===== src/rtl/div_share_if.sv =====
// -----------------------------------------------------------------------------
// div_share_if
//   Bundles every signal between the shared-divider scheduler and its
//   surroundings: the two issue-slot request channels, the completion
//   response, the divider start/ready/annul channel, the pipeline flush,
//   and status/debug outputs.
//
//   modport slave  : view taken by div_share_ctrl (the scheduler itself)
//   modport master : view taken by the environment (ALU slots + divider)
//
//   Signals:
//     flush                      pipeline flush
//     req{0,1}_valid/_signed/_a/_b  divide request per issue slot
//     resp{0,1}_done, resp_result   completion pulse per slot, shared result
//     div_start/_signed/_a/_b    operation to the divider
//     div_annul                  one-cycle abort to the divider
//     div_ready, div_result      divider completion
//     busy                       scheduler owns the divider or is completing
//     dbg_state                  scheduler FSM state (IDLE=0, BUSY=1, DONE=2)
// -----------------------------------------------------------------------------
interface div_share_if #(
    parameter int WIDTH = 32
);
    logic                   flush;
    logic                   req0_valid;
    logic                   req0_signed;
    logic [WIDTH-1:0]       req0_a;
    logic [WIDTH-1:0]       req0_b;
    logic                   req1_valid;
    logic                   req1_signed;
    logic [WIDTH-1:0]       req1_a;
    logic [WIDTH-1:0]       req1_b;
    logic                   resp0_done;
    logic                   resp1_done;
    logic [2*WIDTH-1:0]     resp_result;
    logic                   div_start;
    logic                   div_signed;
    logic [WIDTH-1:0]       div_a;
    logic [WIDTH-1:0]       div_b;
    logic                   div_annul;
    logic                   div_ready;
    logic [2*WIDTH-1:0]     div_result;
    logic                   busy;
    logic [1:0]             dbg_state;

    modport slave (
        input  flush,
        input  req0_valid, req0_signed, req0_a, req0_b,
        input  req1_valid, req1_signed, req1_a, req1_b,
        output resp0_done, resp1_done, resp_result,
        output div_start, div_signed, div_a, div_b, div_annul,
        input  div_ready, div_result,
        output busy, dbg_state
    );

    modport master (
        output flush,
        output req0_valid, req0_signed, req0_a, req0_b,
        output req1_valid, req1_signed, req1_a, req1_b,
        input  resp0_done, resp1_done, resp_result,
        input  div_start, div_signed, div_a, div_b, div_annul,
        output div_ready, div_result,
        input  busy, dbg_state
    );
endinterface


===== src/rtl/div_share_ctrl.sv =====
// -----------------------------------------------------------------------------
// div_share_ctrl
//   Shares one iterative divider between the master (slot 0) and slave
//   (slot 1) ALUs of the dual-issue execute stage. Arbitrates round-robin
//   between the two divide requests, sequences the divider start/ready/annul
//   handshake and keeps a one-entry result cache so a divide replayed after
//   a pipeline stall completes without re-running the divider.
//
//   Ports:
//     clk   clock
//     rst   synchronous reset, active-low
//     bus   div_share_if.slave (requests, responses, divider channel,
//           flush, busy, dbg_state)
//
//   Handshake semantics:
//     A slot raises reqN_valid with stable operands and holds it until it
//     sees respN_done for one cycle; dropping reqN_valid early withdraws the
//     request. The divider sees div_start held high for the whole operation
//     with stable operands and answers with a one-cycle div_ready; a
//     one-cycle div_annul (with div_start low) tells it to abandon the
//     operation instead.
// -----------------------------------------------------------------------------
module div_share_ctrl #(
    parameter int WIDTH    = 32,
    parameter bit CACHE_EN = 1'b1
) (
    input  logic        clk,
    input  logic        rst,
    div_share_if.slave  bus
);

    typedef enum logic [1:0] {
        ST_IDLE = 2'd0,
        ST_BUSY = 2'd1,
        ST_DONE = 2'd2
    } state_t;

    state_t                 state_q;
    logic                   ptr_q;      // preferred side when both request
    logic                   gnt_q;      // side currently being served

    // Working registers: operands held for the divider during BUSY.
    logic [WIDTH-1:0]       wa_q;
    logic [WIDTH-1:0]       wb_q;
    logic                   ws_q;

    logic                   start_q;
    logic                   done0_q;
    logic                   done1_q;
    logic [2*WIDTH-1:0]     result_q;

    // One-entry last-result cache.
    logic                   cache_valid_q;
    logic [WIDTH-1:0]       cache_a_q;
    logic [WIDTH-1:0]       cache_b_q;
    logic                   cache_s_q;
    logic [2*WIDTH-1:0]     cache_r_q;

    logic                   gnt_valid;
    logic                   abort;
    logic                   any_req;
    logic                   pick;
    logic [WIDTH-1:0]       sel_a;
    logic [WIDTH-1:0]       sel_b;
    logic                   sel_s;
    logic                   hit;

    always_comb begin
        gnt_valid = gnt_q ? bus.req1_valid : bus.req0_valid;
        // Reset is excluded so a reset mid-operation never pulses annul;
        // the divider is cleared by the same reset.
        abort     = (state_q == ST_BUSY) && rst && (bus.flush || !gnt_valid);
        any_req   = (bus.req0_valid || bus.req1_valid) && !bus.flush;
        // With a single requester it wins outright; with two, the pointer decides.
        pick      = (bus.req0_valid && bus.req1_valid) ? ptr_q : bus.req1_valid;
        sel_a     = pick ? bus.req1_a      : bus.req0_a;
        sel_b     = pick ? bus.req1_b      : bus.req0_b;
        sel_s     = pick ? bus.req1_signed : bus.req0_signed;
        hit       = CACHE_EN && cache_valid_q &&
                    (sel_a == cache_a_q) && (sel_b == cache_b_q) &&
                    (sel_s == cache_s_q);
    end

    always_ff @(posedge clk) begin
        if (!rst) begin
            state_q       <= ST_IDLE;
            ptr_q         <= 1'b0;
            gnt_q         <= 1'b0;
            wa_q          <= '0;
            wb_q          <= '0;
            ws_q          <= 1'b0;
            start_q       <= 1'b0;
            done0_q       <= 1'b0;
            done1_q       <= 1'b0;
            result_q      <= '0;
            cache_valid_q <= 1'b0;
            cache_a_q     <= '0;
            cache_b_q     <= '0;
            cache_s_q     <= 1'b0;
            cache_r_q     <= '0;
        end else begin
            case (state_q)
                ST_IDLE: begin
                    done0_q <= 1'b0;
                    done1_q <= 1'b0;
                    if (any_req) begin
                        gnt_q <= pick;
                        if (hit) begin
                            // Replay of the cached op: divider is not touched.
                            result_q <= cache_r_q;
                            done0_q  <= !pick;
                            done1_q  <= pick;
                            state_q  <= ST_DONE;
                        end else begin
                            wa_q    <= sel_a;
                            wb_q    <= sel_b;
                            ws_q    <= sel_s;
                            start_q <= 1'b1;
                            state_q <= ST_BUSY;
                        end
                    end
                end
                ST_BUSY: begin
                    if (abort) begin
                        // Abort beats a coincident div_ready: nothing is kept.
                        start_q <= 1'b0;
                        state_q <= ST_IDLE;
                    end else if (bus.div_ready) begin
                        result_q      <= bus.div_result;
                        cache_valid_q <= 1'b1;
                        cache_a_q     <= wa_q;
                        cache_b_q     <= wb_q;
                        cache_s_q     <= ws_q;
                        cache_r_q     <= bus.div_result;
                        start_q       <= 1'b0;
                        done0_q       <= !gnt_q;
                        done1_q       <= gnt_q;
                        state_q       <= ST_DONE;
                    end
                end
                ST_DONE: begin
                    done0_q <= 1'b0;
                    done1_q <= 1'b0;
                    ptr_q   <= !gnt_q;
                    state_q <= ST_IDLE;
                end
                default: begin
                    start_q <= 1'b0;
                    done0_q <= 1'b0;
                    done1_q <= 1'b0;
                    state_q <= ST_IDLE;
                end
            endcase
        end
    end

    // Flush during DONE squashes the completion pulse; the cache write from
    // the preceding BUSY cycle stays.
    assign bus.resp0_done  = done0_q && !bus.flush;
    assign bus.resp1_done  = done1_q && !bus.flush;
    assign bus.resp_result = result_q;

    // div_start drops in the abort cycle itself, alongside div_annul.
    assign bus.div_start   = start_q && !abort;
    assign bus.div_annul   = abort;
    assign bus.div_signed  = ws_q;
    assign bus.div_a       = wa_q;
    assign bus.div_b       = wb_q;

    assign bus.busy        = (state_q != ST_IDLE);
    assign bus.dbg_state   = state_q;

endmodule

===== src/flat_wrapper.sv =====
// flat-port wrapper written by rule: the top's interface ports become plain ports
module div_share_ctrl_flat 
#(
    parameter int WIDTH    = 32,
    parameter bit CACHE_EN = 1'b1
)
  (clk, rst, bus_flush, bus_req0_valid, bus_req0_signed, bus_req0_a, bus_req0_b, bus_req1_valid, bus_req1_signed, bus_req1_a, bus_req1_b, bus_resp0_done, bus_resp1_done, bus_resp_result, bus_div_start, bus_div_signed, bus_div_a, bus_div_b, bus_div_annul, bus_div_ready, bus_div_result, bus_busy, bus_dbg_state);
  div_share_if #(.WIDTH(WIDTH)) bus_i ();
  input  logic clk;
  input  logic rst;
  input wire logic [$bits(bus_i.flush)-1:0] bus_flush;
  input wire logic [$bits(bus_i.req0_valid)-1:0] bus_req0_valid;
  input wire logic [$bits(bus_i.req0_signed)-1:0] bus_req0_signed;
  input wire logic [$bits(bus_i.req0_a)-1:0] bus_req0_a;
  input wire logic [$bits(bus_i.req0_b)-1:0] bus_req0_b;
  input wire logic [$bits(bus_i.req1_valid)-1:0] bus_req1_valid;
  input wire logic [$bits(bus_i.req1_signed)-1:0] bus_req1_signed;
  input wire logic [$bits(bus_i.req1_a)-1:0] bus_req1_a;
  input wire logic [$bits(bus_i.req1_b)-1:0] bus_req1_b;
  output wire logic [$bits(bus_i.resp0_done)-1:0] bus_resp0_done;
  output wire logic [$bits(bus_i.resp1_done)-1:0] bus_resp1_done;
  output wire logic [$bits(bus_i.resp_result)-1:0] bus_resp_result;
  output wire logic [$bits(bus_i.div_start)-1:0] bus_div_start;
  output wire logic [$bits(bus_i.div_signed)-1:0] bus_div_signed;
  output wire logic [$bits(bus_i.div_a)-1:0] bus_div_a;
  output wire logic [$bits(bus_i.div_b)-1:0] bus_div_b;
  output wire logic [$bits(bus_i.div_annul)-1:0] bus_div_annul;
  input wire logic [$bits(bus_i.div_ready)-1:0] bus_div_ready;
  input wire logic [$bits(bus_i.div_result)-1:0] bus_div_result;
  output wire logic [$bits(bus_i.busy)-1:0] bus_busy;
  output wire logic [$bits(bus_i.dbg_state)-1:0] bus_dbg_state;
  assign bus_i.flush = bus_flush;
  assign bus_i.req0_valid = bus_req0_valid;
  assign bus_i.req0_signed = bus_req0_signed;
  assign bus_i.req0_a = bus_req0_a;
  assign bus_i.req0_b = bus_req0_b;
  assign bus_i.req1_valid = bus_req1_valid;
  assign bus_i.req1_signed = bus_req1_signed;
  assign bus_i.req1_a = bus_req1_a;
  assign bus_i.req1_b = bus_req1_b;
  assign bus_resp0_done = bus_i.resp0_done;
  assign bus_resp1_done = bus_i.resp1_done;
  assign bus_resp_result = bus_i.resp_result;
  assign bus_div_start = bus_i.div_start;
  assign bus_div_signed = bus_i.div_signed;
  assign bus_div_a = bus_i.div_a;
  assign bus_div_b = bus_i.div_b;
  assign bus_div_annul = bus_i.div_annul;
  assign bus_i.div_ready = bus_div_ready;
  assign bus_i.div_result = bus_div_result;
  assign bus_busy = bus_i.busy;
  assign bus_dbg_state = bus_i.dbg_state;
  div_share_ctrl #(.WIDTH(WIDTH), .CACHE_EN(CACHE_EN)) u_core (.clk(clk), .rst(rst), .bus(bus_i));
endmodule

===== config.mk =====
export PLATFORM = sky130hd
export DESIGN_NAME = div_share_ctrl_flat
export DESIGN_NICKNAME = d
export VERILOG_FILES = /design/src/rtl/div_share_if.sv /design/src/rtl/div_share_ctrl.sv /design/src/flat_wrapper.sv
export SDC_FILE = /design/constraint.sdc
export NUM_CORES = 1
export LEC_CHECK = 0
export CELL_PAD_IN_SITES_DETAIL_PLACEMENT = 1
export CELL_PAD_IN_SITES_GLOBAL_PLACEMENT = 1
export CORE_MARGIN = 5
export CORE_UTILIZATION = 30
export DETAILED_ROUTE_END_ITERATION = 16
export PLACE_DENSITY_LB_ADDON = 0.15
export SYNTH_ARGS = -nofsm -noshare
export SYNTH_HDL_FRONTEND = slang
export SYNTH_SLANG_ARGS = --single-unit

===== constraint.sdc =====
create_clock -name clk -period 3.3 [get_ports clk]
set_input_delay 0.33 -clock clk [delete_from_list [all_inputs] [get_ports clk]]
set_output_delay 0.33 -clock clk [all_outputs]
set_load 0.05 [all_outputs]

# Word-level counts from Yosys, hierarchy flattened
# Index checks and enable logic that the tools add are counted.
# Widths: inputs -> output; s select.
word_totals:
  reg_bits: 266
  in_bits: 200
  out_inout_bits: 136
  elab_cells: 86
classes:
  n_eq_ne: 11
  mux: 30
  bitwise_logic: 3
  n_reduce_logical: 27
ops:
  columns: ["cell", "count"]
  rows:
  - ["$mux 64", 4]
  - ["$pmux 64 s2", 1]
  - ["$eq 32x32->1", 2]
  - ["$mux 32", 2]
  - ["$mux 1", 15]
  - ["$logic_and 1x1->1", 10]
  - ["$mux 2", 4]
  - ["$ne 2x2->1 const B", 3]
  - ["$reduce_and 2->1", 3]
  - ["$reduce_and 3->1", 2]
  - ["$logic_not 1->1", 5]
  - ["$reduce_and 5->1", 1]
  - ["$ne 2x1->1 const B", 2]
  - ["$pmux 1 s2", 2]
  - ["$pmux 2 s2", 1]
  - ["$reduce_and 4->1", 1]
  - ["$reduce_bool 2->1", 2]
  - ["$ne 3x2->1 const B", 1]
  - ["$not 1->1", 3]
  - ["$pmux 1 s3", 1]
  - ["$eq 2x1->1 const B", 1]
  - ["$eq 2x2->1 const B", 1]
  - ["$logic_not 2->1", 1]
  - ["$logic_or 1x1->1", 2]
  - ["$eq 1x1->1", 1]

# Longest topological paths before layout
depth:
  word_depth: 10
  mapped_depth: 12
  ltp_nobuf: 8

# Worst setup path before layout
# Ideal clock, no wire load.
synth_path:
  path_kind: "register to register"
  from: "register u_core.state_q[0], in the netlist u_core.bus.dbg_state[0]"
  to: "register u_core.result_q[44], in the netlist u_core.bus.resp_result[44]"
  setup_time_ps: 133
  t_arrival_ps: 3356
  required_ps: 3167
  setup_slack_ps: -189
  path_stages_with_launch: 8
  path_buffers: 2
  period_less_slack_ps: 3489
  cell_sequence: "dfxtp_1 nand2b_1 nor3_1 nor2_1 clkbuf_1 clkbuf_1 a211oi_1 a311oi_1"
synth_via:
  elab_chain_cells: 5
  word_cells_on_any_way: 11
  cone_classes: "eq/ne (5); mux (1); reduce/logical (5)"
synth_rtl:
  columns: ["element", "line", "text"]
  rows:
  - ["from (decl)", "div_share_ctrl.sv:38", "state_t state_q;"]
  - ["from (signal assigned)", "div_share_ctrl.sv:86", "state_q <= ST_IDLE;"]
  - ["from (signal assigned)", "div_share_ctrl.sv:113", "state_q <= ST_DONE;"]
  - ["from (signal assigned)", "div_share_ctrl.sv:119", "state_q <= ST_BUSY;"]
  - ["$eq 2x1->1", "div_share_ctrl.sv:72", "abort = (state_q == ST_BUSY) && rst && (bus.flush || !gnt_valid);"]
  - ["$logic_and 1x1->1 (2 in a row)", "div_share_ctrl.sv:72", null]
  - ["via bus_div_annul", "flat_wrapper.sv:27", "output wire logic [$bits(bus_i.div_annul)-1:0] bus_div_annul;"]
  - ["$ne 2x2->1 (no line)", null, null]
  - ["$reduce_and 5->1 (no line)", null, null]
  - ["to (signal assigned)", "div_share_ctrl.sv:110", "result_q <= cache_r_q;"]
  - ["to (signal assigned)", "div_share_ctrl.sv:129", "result_q <= bus.div_result;"]
  - ["to (decl)", "div_share_ctrl.sv:50", "logic [2*WIDTH-1:0] result_q;"]
# The timed path passes the listed nets, and every way through them passes these cells.
# A chain may end at the register's enable or synchronous reset.

# Worst setup path after layout
layout_path:
  from: "input bus_req0_valid"
  to: "register u_core.wb_q[26], in the netlist u_core.bus.div_b[26]"
layout_via:
  elab_chain_cells: 9
  word_cells_on_any_way: 15
  cone_classes: "eq/ne (3); mux (4); bitwise (1); reduce/logical (7)"
layout_rtl:
  columns: ["element", "line", "text"]
  rows:
  - ["from (decl)", "flat_wrapper.sv:12", "input wire logic [$bits(bus_i.req0_valid)-1:0] bus_req0_valid;"]
  - ["$logic_and 1x1->1", "div_share_ctrl.sv:75", "pick = (bus.req0_valid && bus.req1_valid) ? ptr_q : bus.req1_valid;"]
  - ["$mux 1", "div_share_ctrl.sv:75", null]
  - ["$mux 32", "div_share_ctrl.sv:76", "sel_a = pick ? bus.req1_a : bus.req0_a;"]
  - ["$eq 32x32->1", "div_share_ctrl.sv:80", "(sel_a == cache_a_q) && (sel_b == cache_b_q) &&"]
  - ["$logic_and 1x1->1", "div_share_ctrl.sv:79", "hit = CACHE_EN && cache_valid_q &&"]
  - ["$logic_and 1x1->1 (2 in a row)", "div_share_ctrl.sv:80", null]
  - ["$not 1->1 (no line)", null, null]
  - ["$reduce_and 3->1 (no line)", null, null]
  - ["to (signal assigned)", "div_share_ctrl.sv:116", "wb_q <= sel_b;"]
  - ["to (decl)", "div_share_ctrl.sv:44", "logic [WIDTH-1:0] wb_q;"]
# Several ways; a longest one is shown, not always the timed one.

==> flow_metrics.env <==
export IMPL_grt_pass1_wl_mm=104.3
export IMPL_syn_inst=1947
export IMPL_rows=80
export IMPL_cp_cell_sequence="clkdlybuf4s50_1, and2b_4, nor2_4, buf_12, buf_12, nor3_1, o22a_2, nand4_1, or4_4, buf_12, buf_12, or4_1, nand3_1"
export IMPL_end_kind="register"
export IMPL_io_pins=336
export IMPL_vias_per_cell=5.625
export IMPL_fin_crit_sh_pct=99.18
export IMPL_die_h_microns=229.5
export IMPL_numCtsBuffers=35
export IMPL_min_to="u_core.cache_r_q[53]"
export IMPL_syn2layout_area_growth_pct=44.50
export IMPL_ys_top_cells_by_area="dfxtp_1, nand2_1, a21oi_1, a2bb2oi_1, a211oi_1"
export IMPL_chipWidth_microns=229.5
export IMPL_core_sq_um=47750
export IMPL_netlist_top_cells_count="nand2_1, dfxtp_1, a21oi_1, clkbuf_1, nand3_1"
export IMPL_max_slew_margin_pct=18.76
export IMPL_netlist_area_leader_share_pct=36.83
export IMPL_hold_ws_ns=0.3782
export IMPL_seqPwrFrac_pct=36.0
export IMPL_firstDrtPassIters=5
export IMPL_drive_gt1_share_pct=11.83
export IMPL_r2r_cells=12
export IMPL_hpwl_mm=49.43
export IMPL_cts_sinks=266
export IMPL_crit_arrival_ns=3.75
export IMPL_port_buffer_count=335
export IMPL_switching_power_w=0.003153
export IMPL_power_share_switching_pct=31.65
export IMPL_max_cap_violations=0
export IMPL_cp_max_fo=12
export IMPL_yosys_most_used_dff="dfxtp_1"
export IMPL_min_from="bus_div_result[53]"
export IMPL_htreeDepth=2
export IMPL_finalHoldViolations=0
export IMPL_power_w=0.009964
export IMPL_ys_ff_latch=266
export IMPL_max_clock_path_buffers=3
export IMPL_syn_nets=2147
export IMPL_routabilityCongestion=0.8871
export IMPL_vias=16630
export IMPL_tightest_slew_ns=1.219
export IMPL_syn_area_sq_um=14460
export IMPL_p_clk_share_pct=39.9
export IMPL_root_buffer="clkbuf_16"
export IMPL_setup_tns_ns=0
export IMPL_fillers=5686
export IMPL_grt_start_max_net_pins=200
export IMPL_yosysWarnings=0
export IMPL_postRouteAntennaNets=0
export IMPL_wl_per_cell_microns=23.99
export IMPL_drt_initial_drc_count=1243
export IMPL_cts_tree="built"
export IMPL_run_status="complete, no violations"
export IMPL_period_needed_ns=3.273
export IMPL_intPower_w=0.006811
export IMPL_fmax_mhz=305.5
export IMPL_finalWorstSetupSlack_ns=0.02694
export IMPL_grt_pass1_vias=16990
export IMPL_critPathRequiredTime_ns=3.78
export IMPL_antenna_found_initial=1
export IMPL_synth_cell_type_count=73
export IMPL_clk_latency_ns=0.55
export IMPL_finalWirelength_mm=70.92
export IMPL_synth_most_common_cell="nand2_1"
export IMPL_synth_edff_count=0
export IMPL_whs_path_depth=3
export IMPL_hold_buffers=0
export IMPL_power_density_nw_per_um2=476.9
export IMPL_gr_total_overflow=0
export IMPL_cpMostUsedCell="buf_12"
export IMPL_finalNetCount=2517
export IMPL_seq_area_frac_synth_pct=36.83
export IMPL_power_leakage_nw=7.486
export IMPL_syn_avg_cell_area_sq_um=7.426
export IMPL_yosysTopAreaCell="dfxtp_1"
export IMPL_irDropWorstVdd_mv=0.3012
export IMPL_crit_path_max_incr_delay_ns=0.61
export IMPL_clkTransAtPathRegs_ns=0.06
export IMPL_timing_rr_end="u_core.bus.div_b[26]"
export IMPL_r2r_start="u_core.ptr_q"
export IMPL_start_util_pct=30.28
export IMPL_synth_async_reset_ratio_pct=0
export IMPL_holdCritPathClass="input port to register"
export IMPL_finalMaxSlewViolations=0
export IMPL_die_area_sq_um=52680
export IMPL_finalClockSkew_ns=0.01563
export IMPL_rsz0062_at_grt="true"
export IMPL_dpl_worst_slack_ns=-0.5957
export IMPL_crit_type="input port to register"
export IMPL_p_comb_share_pct=24.1
export IMPL_finalSetupViolCount=0
export IMPL_start_kind="input port"
export IMPL_r2r_setup_slack_ns=0.05
export IMPL_drc=0
export IMPL_slowest_stage="clkdlybuf4s50_1"
export IMPL_grt_usage_pct=24.84
how the worst max path moves through the flow:
stage	start	end	slack, ns	depth (start not counted)
6_report	bus_req0_valid	u_core.bus.div_b[26]	0.03	13
5_1_grt	u_core.ptr_q	u_core.bus.div_b[26]	-0.06	13
4_1_cts	u_core.ptr_q	u_core.bus.div_a[21]	0.007	10
3_5_place_dp	bus_req0_valid	u_core.bus.div_b[17]	-0.60	11
3_3_place_gp	bus_req0_valid	u_core.bus.div_b[6]	-0.59	11
2_1_floorplan	u_core.ptr_q	u_core.bus.div_a[12]	0.35	10
through the flow:
step | cells | util, % | instance area (sq um)
5_1_grt | 2957 | 43.76 | 20890
3_3_place_gp | 2880 | 40.49 | 19330
4_1_cts | 2941 | 42.97 | 20520
3_5_place_dp | 2880 | 40.49 | 19330
6_report | 2957 | 43.76 | 20890
2_1_floorplan | 1947 | - | 14460
cells in the final DEF (no fill, tap or decap), types with 7 or more instances in the layout:
cell / n
and3_1: 11
nand2b_1: 10
xor2_1: 27
or4_1: 65
dfxtp_1: 265
clkbuf_1: 10
inv_1: 41
a21oi_1: 202
xnor2_1: 18
a2111oi_0: 8
a211oi_1: 79
o22ai_1: 10
o21ai_1: 16
nand3_1: 89
nor2b_1: 19
a22oi_1: 8
nand4_1: 9
a2bb2oi_1: 69
clkbuf_8: 7
nand2_1: 509
buf_12: 24
clkbuf_16: 44
nor2_1: 51
a311oi_1: 64
clkdlybuf4s50_1: 332
buf_4: 138
o21ai_0: 74
a222oi_1: 7
nor3_1: 9
mux2i_1: 14
registers in the layout, indices dropped and copies added (netlist names), 2 cells and up:
signal                  count
u_core.bus.div_b           32
u_core.bus.div_a           32
u_core.cache_r_q           64
u_core.bus.resp_result     64
u_core.cache_b_q           32
u_core.cache_a_q           32
u_core.bus.dbg_state        2
layer usage:
| metal | global-route usage [%] | up-vias | routed length (microns) |
|---|---|---|---|
| li1 | - | 7755 | - |
| met1 | 32.74 | 8328 | 31730 |
| met2 | 42.63 | 473 | 33960 |
| met3 | 4.806 | 77 | 4091 |
| met4 | 4.792 | 0 | 1146 |
| met5 | 0 | - | 0 |
cells by family after synthesis:
group	share of synthesized area, %
AND/OR/NAND/NOR	25.75
AO/OA/AOI/OAI	26.69
flip-flops	36.83
buffers and inverters	6.543
XOR/XNOR	2.726
multiplexers	1.462
layout make-up:
cell class              instances  area (sq um)  share of cell area [%]
flip-flops and latches        266          5326                   25.50
clock inverters                 7         112.6                  0.5390
multi-input cells            1461          8328                   39.86
well taps                     615         769.5                   3.683
inverters                      43         166.4                  0.7966
clock buffers                  54          1060                   5.073
diodes                          1         2.502                 0.01198
repair buffers                510          5126                   24.54
power by group through the flow:
stage / registers [W] / clock network (W) / logic [W]
after floorplan: 0.00410 / 0 / 0.000784
after global placement: 0.00365 / 0 / 0.00234
after detailed placement: 0.00366 / 0 / 0.00237
after CTS: 0.00359 / 0.00406 / 0.00238
after global routing: 0.00361 / 0.00418 / 0.00254
final: 0.00359 / 0.00397 / 0.00240
critical path: cells and delay by family:
family / cells / cell delay [ns]
AOI/OAI and AO/OA: 1 / 0.25
buffers and inverters: 5 / 1.23
and+or+nand+nor: 7 / 1.91
what timing repair did:
| action | in CTS | in global routing |
|---|---|---|
| cloned | 0 | 7 |
| resized for setup | 6 | 38 |
| setup endpoints to repair | 117 | 133 |
| endpoints found under the hold margin | 0 | 0 |
| pin swaps | 0 | 6 |
| setup buffers | 0 | 8 |
Power figures use the tool's default switching activity.
